## config.mk

```make
export PLATFORM = sky130hd
export DESIGN_NAME = perf_counter_mc
export DESIGN_NICKNAME = d
export VERILOG_FILES = /design/src/rtl/perf_counter_mc.sv
export SDC_FILE = /design/constraint.sdc
export NUM_CORES = 1
export LEC_CHECK = 0
export CAP_MARGIN = 20
export CORE_MARGIN = 8
export CORE_UTILIZATION = 60
export CTS_CLUSTER_DIAMETER = 80
export DETAILED_ROUTE_END_ITERATION = 7
export GPL_TIMING_DRIVEN = 0
export PLACE_DENSITY = 0.92
export SLEW_MARGIN = 20
export SYNTH_ARGS = -nofsm -noshare
export SYNTH_HDL_FRONTEND = slang
export SYNTH_SLANG_ARGS = --single-unit
```

## constraint.sdc

```tcl
create_clock -name CLK_50 -period 37.2 [get_ports CLK_50]
set_input_delay 7.44 -clock CLK_50 [delete_from_list [all_inputs] [get_ports CLK_50]]
set_output_delay 7.44 -clock CLK_50 [all_outputs]
set_load 0.03 [all_outputs]
```

## src/rtl/perf_counter_mc.sv

```systemverilog
// perf_counter_mc
//   Performance monitor placed beside the CPU. Counts total cycles and cycles spent inside
//   NUM_CHANNELS programmable PC windows, detects the end-of-program PC (DONE) and a PC that
//   stops changing (STALLED), and shows a selected counter on three 7-segment digits.
// Ports
//   CLK_50    : system clock, rising edge
//   reset     : asynchronous active-high reset
//   pc        : CPU program counter, sampled every cycle
//   clear     : zero all counters and return to RUN (windows kept)
//   cfg_we    : write window cfg_lo..cfg_hi into channel cfg_sel and zero its counter
//   cfg_sel   : channel index for cfg_we; values >= NUM_CHANNELS are ignored
//   cfg_lo/hi : inclusive window bounds
//   SW        : [2:0] display select, [3] shows bits [23:12] instead of [11:0]
//   rd_count  : counter selected by SW[2:0], combinational
//   HEX0..2   : registered active-low hex digits, HEX0 = least significant nibble
//   LED       : [0]=RUN [1]=DONE [2]=STALLED, registered
//   finished  : registered, high in DONE or STALLED
module perf_counter_mc #(
   parameter int unsigned         PC_WIDTH     = 16,
   parameter int unsigned         CNT_WIDTH    = 32,
   parameter int unsigned         NUM_CHANNELS = 4,
   parameter logic [PC_WIDTH-1:0] FINAL_PC     = 16'd1023,
   parameter int unsigned         STALL_LIMIT  = 1024
) (
   input  logic                 CLK_50,
   input  logic                 reset,
   input  logic [PC_WIDTH-1:0]  pc,
   input  logic                 clear,
   input  logic                 cfg_we,
   input  logic [2:0]           cfg_sel,
   input  logic [PC_WIDTH-1:0]  cfg_lo,
   input  logic [PC_WIDTH-1:0]  cfg_hi,
   input  logic [3:0]           SW,
   output logic [CNT_WIDTH-1:0] rd_count,
   output logic [6:0]           HEX0,
   output logic [6:0]           HEX1,
   output logic [6:0]           HEX2,
   output logic [9:0]           LED,
   output logic                 finished
);

   localparam int unsigned          StallW   = $clog2(STALL_LIMIT);
   localparam logic [StallW-1:0]    StallMax = StallW'(STALL_LIMIT - 1);
   localparam logic [CNT_WIDTH-1:0] CntMax   = '1;

   typedef enum logic [1:0] {StRun, StDone, StStalled} state_e;

   state_e               state_q, state_d;
   logic [CNT_WIDTH-1:0] cycle_q, cycle_d;
   logic [CNT_WIDTH-1:0] chan_q [NUM_CHANNELS];
   logic [CNT_WIDTH-1:0] chan_d [NUM_CHANNELS];
   logic [PC_WIDTH-1:0]  lo_q   [NUM_CHANNELS];
   logic [PC_WIDTH-1:0]  lo_d   [NUM_CHANNELS];
   logic [PC_WIDTH-1:0]  hi_q   [NUM_CHANNELS];
   logic [PC_WIDTH-1:0]  hi_d   [NUM_CHANNELS];
   logic [PC_WIDTH-1:0]  pc_q, pc_d;
   logic [StallW-1:0]    stall_q, stall_d;
   logic [6:0]           hex0_q, hex0_d, hex1_q, hex1_d, hex2_q, hex2_d;
   logic [9:0]           led_q, led_d;
   logic                 finished_q, finished_d;
   logic                 pc_same;
   logic [23:0]          disp;
   logic [11:0]          disp_field;

   // Active-low segments, g = bit 6.
   function automatic logic [6:0] seg7(input logic [3:0] nib);
      logic [6:0] s;
      unique case (nib)
         4'h0: s = 7'h40;
         4'h1: s = 7'h79;
         4'h2: s = 7'h24;
         4'h3: s = 7'h30;
         4'h4: s = 7'h19;
         4'h5: s = 7'h12;
         4'h6: s = 7'h02;
         4'h7: s = 7'h78;
         4'h8: s = 7'h00;
         4'h9: s = 7'h10;
         4'hA: s = 7'h08;
         4'hB: s = 7'h03;
         4'hC: s = 7'h46;
         4'hD: s = 7'h21;
         4'hE: s = 7'h06;
         4'hF: s = 7'h0E;
      endcase
      return s;
   endfunction

   assign pc_same = (pc == pc_q);

   always_comb begin
      state_d = state_q;
      cycle_d = cycle_q;
      pc_d    = pc;
      for (int k = 0; k < int'(NUM_CHANNELS); k++) begin
         chan_d[k] = chan_q[k];
         lo_d[k]   = lo_q[k];
         hi_d[k]   = hi_q[k];
      end

      if (!pc_same) begin
         stall_d = '0;
      end else if (stall_q != StallMax) begin
         stall_d = stall_q + 1'b1;
      end else begin
         stall_d = stall_q;
      end

      // The cycle that leaves RUN is still counted.
      if (state_q == StRun) begin
         if (cycle_q != CntMax) cycle_d = cycle_q + 1'b1;
         for (int k = 0; k < int'(NUM_CHANNELS); k++) begin
            if ((pc >= lo_q[k]) && (pc <= hi_q[k]) && (chan_q[k] != CntMax)) begin
               chan_d[k] = chan_q[k] + 1'b1;
            end
         end
         if (pc == FINAL_PC) begin
            state_d = StDone;
         end else if (pc_same && (stall_q == StallMax)) begin
            state_d = StStalled;
         end
      end

      if (clear) begin
         state_d = StRun;
         cycle_d = '0;
         stall_d = '0;
         for (int k = 0; k < int'(NUM_CHANNELS); k++) chan_d[k] = '0;
      end

      for (int k = 0; k < int'(NUM_CHANNELS); k++) begin
         if (cfg_we && (cfg_sel == 3'(k))) begin
            lo_d[k]   = cfg_lo;
            hi_d[k]   = cfg_hi;
            chan_d[k] = '0;
         end
      end
   end

   always_comb begin
      rd_count = '0;
      for (int k = 0; k < int'(NUM_CHANNELS); k++) begin
         if (SW[2:0] == 3'(k)) rd_count = chan_q[k];
      end
      if (SW[2:0] == 3'(NUM_CHANNELS)) rd_count = cycle_q;
   end

   // Narrow counters read as zero in the upper display field.
   generate
      if (CNT_WIDTH >= 24) begin : g_disp_trunc
         assign disp = rd_count[23:0];
      end else begin : g_disp_ext
         assign disp = {{(24 - CNT_WIDTH){1'b0}}, rd_count};
      end
   endgenerate

   assign disp_field = SW[3] ? disp[23:12] : disp[11:0];

   always_comb begin
      hex0_d     = seg7(disp_field[3:0]);
      hex1_d     = seg7(disp_field[7:4]);
      hex2_d     = seg7(disp_field[11:8]);
      led_d      = {7'b0, state_d == StStalled, state_d == StDone, state_d == StRun};
      finished_d = (state_d != StRun);
   end

   always_ff @(posedge CLK_50 or posedge reset) begin
      if (reset) begin
         state_q    <= StRun;
         cycle_q    <= '0;
         pc_q       <= '0;
         stall_q    <= '0;
         hex0_q     <= 7'h7F;
         hex1_q     <= 7'h7F;
         hex2_q     <= 7'h7F;
         led_q      <= 10'b00_0000_0001;
         finished_q <= 1'b0;
         for (int k = 0; k < int'(NUM_CHANNELS); k++) begin
            chan_q[k] <= '0;
            lo_q[k]   <= '1;
            hi_q[k]   <= '0;
         end
      end else begin
         state_q    <= state_d;
         cycle_q    <= cycle_d;
         pc_q       <= pc_d;
         stall_q    <= stall_d;
         hex0_q     <= hex0_d;
         hex1_q     <= hex1_d;
         hex2_q     <= hex2_d;
         led_q      <= led_d;
         finished_q <= finished_d;
         for (int k = 0; k < int'(NUM_CHANNELS); k++) begin
            chan_q[k] <= chan_d[k];
            lo_q[k]   <= lo_d[k];
            hi_q[k]   <= hi_d[k];
         end
      end
   end

   assign HEX0     = hex0_q;
   assign HEX1     = hex1_q;
   assign HEX2     = hex2_q;
   assign LED      = led_q;
   assign finished = finished_q;

endmodule

```

==> run summary <==
The internal power is 738 µW. The nature of the critical path startpoint is an input port. The final critical path takes up 47.7% of the cycle. The final-stage net count is 2521. For this run, the slowest stage of the critical path takes 670 ps. The die extent in y came out at 201 µm. The classification of the worst-slack hold path is flip-flop to flip-flop. The effective utilization at floorplan is 60.9%. The number of buffer cells added on primary ports is 113.

Walking the worst path, the cells encountered are clkdlybuf4s50_1 > inv_1 > nor3_1 > clkbuf_1 > clkbuf_1 > a22oi_1 > inv_1 > clkdlybuf4s50_1. The area of the core region came out at 0.0336 mm². The share of final-layout standard cells stronger than drive strength 1 came out at 12.4%. The deepest level of the CTS H-tree came out at 2.

The met3 wire length is 7420 µm. The average vias per placed instance is 6.65. The first global-routing pass estimated 98100 µm of wire. The sum of buffers and inverters on the critical path came out at 6. The largest vdd supply drop is 0.0371 mV.

The finished cells cover 0.0237 mm². The number of diodes came out at 0. The die outline width is 201 µm.

The switching power total came out at 305 µW. The worst setup path is of the input port to output pin kind. The via count of the first global-routing pass is 18400. In this run the tightest slew margin relative to its limit is 32.2%. The most used flip-flop cell after synthesis is sky130_fd_sc_hd__dfrtp_1. The root buffer cell chosen for the clock tree is sky130_fd_sc_hd__clkbuf_16. The later pin in the worst-skew pair is clocked with a latency of 540 ps. Hold repair after CTS inserted 0 buffers. The tool flagged a number of max-cap violations equal to 0. The synthesis-stage register bit count came out at 341.

After filler insertion, the fill cell instance count of the layout stands at 2232. The post-synthesis async set-or-reset flop share came out at 100%. Timing analysis after detailed placement gives a worst setup slack of 19490 ps. The total power of the final layout came out at 1040 µW. For this design, the slowest cell found on the critical path is sky130_fd_sc_hd__clkdlybuf4s50_1. Across all layers, the routed design uses 18600 vias. The post-synthesis area per instance came out at 9.53 µm². Across the routed clock network, the largest skew measured is 27.3 ps. The met2 wirelength from detailed routing came out at 28700 µm. The worst endpoint required time is 29760 ps.

The synthesis-to-layout area growth is 15.5%. The total routing resource utilization after global routing came out at 29.8%. The transition time at the pin with the least slew margin came out at 1010 ps. Routed signal wires occupy layers up through met4. The die outline area is 0.0403 mm². The worst path setup slack after routing came out at 19450 ps. Subtracting the final worst setup slack from the clock period gives 17750 ps. The overall overflow remaining after global route is 0. Data arrives at the worst endpoint at 10310 ps.

The total routed wire length on the met1 layer is 22600 µm. The reported leakage power is 0.00996 µW. The HPWL after detailed placement is 44900 µm. The total standard cell area after synthesis is 0.0205 mm². In the routed design, unresolved DRC markers number 0. The number of setup buffers added after CTS came out at 0. The maximum frequency from static timing analysis came out at 56.3 MHz. The power density over cell area came out at 44.1 mW/mm². The clock transition at the register clock pins on the worst setup and hold paths after CTS is 60 ps. The sequential cell area fraction in the yosys report came out at 42.2%. The initial antenna violation count is 1. The first-pass iteration count of the detailed router is 6. The wire length per cell came out at 22.3 µm. The number of top-level pins came out at 123.

The number of pins exceeding their max-slew limit in the final report is 0. After detailed placement, the total cell area comes to 0.0223 mm². Once detail routing completed, the nets flagged for antenna violations numbered 0.

The initialized floorplan defines 67 standard-cell rows. Net switching is 29.3% of the power. The final number of hold-violating endpoints is 0. The wire length after detailed routing is 62100 µm.

The fraction of power consumed by combinational cells is 19.5%. Setup violations remaining at the end of the flow were counted as 0. The flow ran to the end, and the final reports show no timing, DRC or antenna violations.

The post-synthesis cell count came out at 2150. Setup repair after global routing left no endpoint under its margin. Registers are responsible for 41.2% of the overall power. Once the clock tree was built, the resizer swapped 0 gates to a different size. The number of enable-type register cells in the synthesized netlist came out at 0. TritonCTS created 38 clock buffers. The number of DRC markers after the initial detailed-route iteration came out at 2084. The number of warning messages in the yosys log is 0. The nature of the critical path endpoint is an output pin. The worst-path maximum fanout came out at 10.

TritonCTS built the clock tree. At the end of routability-driven placement, the weighted congestion stood at 0.994. The end-of-flow core utilization came out at 70.4%. In the final layout, flip-flops and latches occupy 0.00864 mm². Setup total negative slack on the finished layout was measured at 0 ps. The count of different cell masters after synthesis is 80. In the final layout, the multi-input gates occupy 0.0107 mm². Entering global routing, the biggest net connects 94 pins. The clock network burns 39.3% of the power. The family of cells with the greatest summed delay on the critical path is buffers and inverters. The maximum number of buffers from clock root to sink is 3. The clock drives 341 sinks.
[Yosys cell counts (all sizes together), types with 13 or more instances]
cell type	count	area, µm²
nand2	210	788
nor2b	13	81.3
nor2	87	327
ha	149	1860
o21ai	177	886
inv	180	676
xor2	35	307
nor3	28	156
and4	25	223
mux2i	25	250
dfrtp	255	6380
mux4	32	724
buf	24	140
or4	53	399
xnor2	19	166
a21oi	146	731
clkbuf	77	329
mux2	44	495
and3	35	220
o31ai	47	353
or3	73	463
dfstp	86	2260
a22oi	28	210
nand4	78	500
nor4	13	81.3
nand3	80	410
[placed cells by master (no fill, tap or decap), types with 13 or more instances in the layout]
master | Yosys | layout
sky130_fd_sc_hd__dfrtp_1 | 255 | 255
sky130_fd_sc_hd__nand2_1 | 210 | 210
sky130_fd_sc_hd__inv_1 | 180 | 179
sky130_fd_sc_hd__o21ai_0 | 176 | 176
sky130_fd_sc_hd__ha_1 | 149 | 149
sky130_fd_sc_hd__a21oi_1 | 146 | 146
sky130_fd_sc_hd__clkdlybuf4s50_1 | 0 | 113
sky130_fd_sc_hd__nor2_1 | 87 | 87
sky130_fd_sc_hd__dfstp_2 | 86 | 86
sky130_fd_sc_hd__nand3_1 | 78 | 78
sky130_fd_sc_hd__nand4_1 | 76 | 76
sky130_fd_sc_hd__clkbuf_1 | 73 | 74
sky130_fd_sc_hd__or3_1 | 71 | 71
sky130_fd_sc_hd__or4_1 | 52 | 52
sky130_fd_sc_hd__o31ai_1 | 47 | 47
sky130_fd_sc_hd__mux2_2 | 44 | 44
sky130_fd_sc_hd__clkbuf_16 | 0 | 39
sky130_fd_sc_hd__xor2_1 | 35 | 35
sky130_fd_sc_hd__and3_1 | 34 | 34
sky130_fd_sc_hd__mux4_2 | 31 | 31
sky130_fd_sc_hd__a22oi_1 | 28 | 28
sky130_fd_sc_hd__nor3_1 | 26 | 26
sky130_fd_sc_hd__mux2i_1 | 25 | 25
sky130_fd_sc_hd__and4_1 | 22 | 22
sky130_fd_sc_hd__xnor2_1 | 19 | 19
sky130_fd_sc_hd__nor2b_1 | 13 | 13
sky130_fd_sc_hd__nor4_1 | 13 | 13
[path summary, 6_finish.rpt]
kind,from,endpoint,slack (ps),cells after the start
hold / removal,state_q[1]$_DFF_PP0_,LED[1]$_DFF_PP0_,480,1
max in group asynchronous,reset,chan_q[89]$_DFFE_PP0P_,28850,3
setup reg to reg,hi_q[14]$_DFFE_PP0P_,chan_q[18]$_DFFE_PP0P_,33490,11
hold reg to reg,state_q[1]$_DFF_PP0_,LED[1]$_DFF_PP0_,480,1
min in group asynchronous,reset,stall_q[2]$_DFFE_PP0P_,7440,2
setup / recovery,SW[2],rd_count[5],19450,8
[routing by layer]
layer,track usage (%),vias up
met5,0,-
met4,14.5,0
met3,7.94,275
met2,48.3,1205
met1,36.7,8954
li1,-,8122
[power by group through the flow]
stage	registers (µW)	logic (µW)	clock network [µW]
global placement	433	179	0
CTS	429	198	409
floorplan	431	129	0
global route	432	224	424
finish	430	203	410
detailed placement	435	194	0
[cell type report]
type | count | area share (%)
Tap cell | 448 | 2.37
Buffer | 103 | 2.16
Clock inverter | 20 | 1.14
Timing Repair Buffer | 117 | 5.16
Sequential cell | 341 | 36.5
Multi-Input combinational cell | 1532 | 45.2
Clock buffer | 48 | 4.61
Inverter | 180 | 2.89
[sequential cells by signal, indices dropped and copies added, names as in the netlist]
register,flops
lo_q,64
LED,3
HEX0,7
state_q,2
cycle_q,32
finished,1
pc_q,16
HEX1,7
hi_q,64
stall_q,10
chan_q,128
HEX2,7
[logic make-up (layout without fill, tap and decap cells)]
| family | Yosys count | after routing | synth area share (%) |
|---|---|---|---|
| buffers and inverters | 283 | 468 | 5.80 |
| other | 1 | 7 | 0.0183 |
| xor gates and xnor gates | 54 | 54 | 2.31 |
| adders and majority gates | 149 | 149 | 9.10 |
| DFF | 341 | 341 | 42.2 |
| and+or+nand+nor | 736 | 736 | 19.2 |
| muxes | 101 | 101 | 7.18 |
| AOI/OAI and AO/OA | 485 | 485 | 14.2 |
[per-stage QoR]
step           std cells  hold WS [ps]
3_5_place_dp        2721           463
5_1_grt             2789           510
6_report            2789           476
3_3_place_gp        2717           458
4_1_cts             2789           472
2_1_floorplan       2156           443
Note: power is estimated with default switching activity, not from simulation.
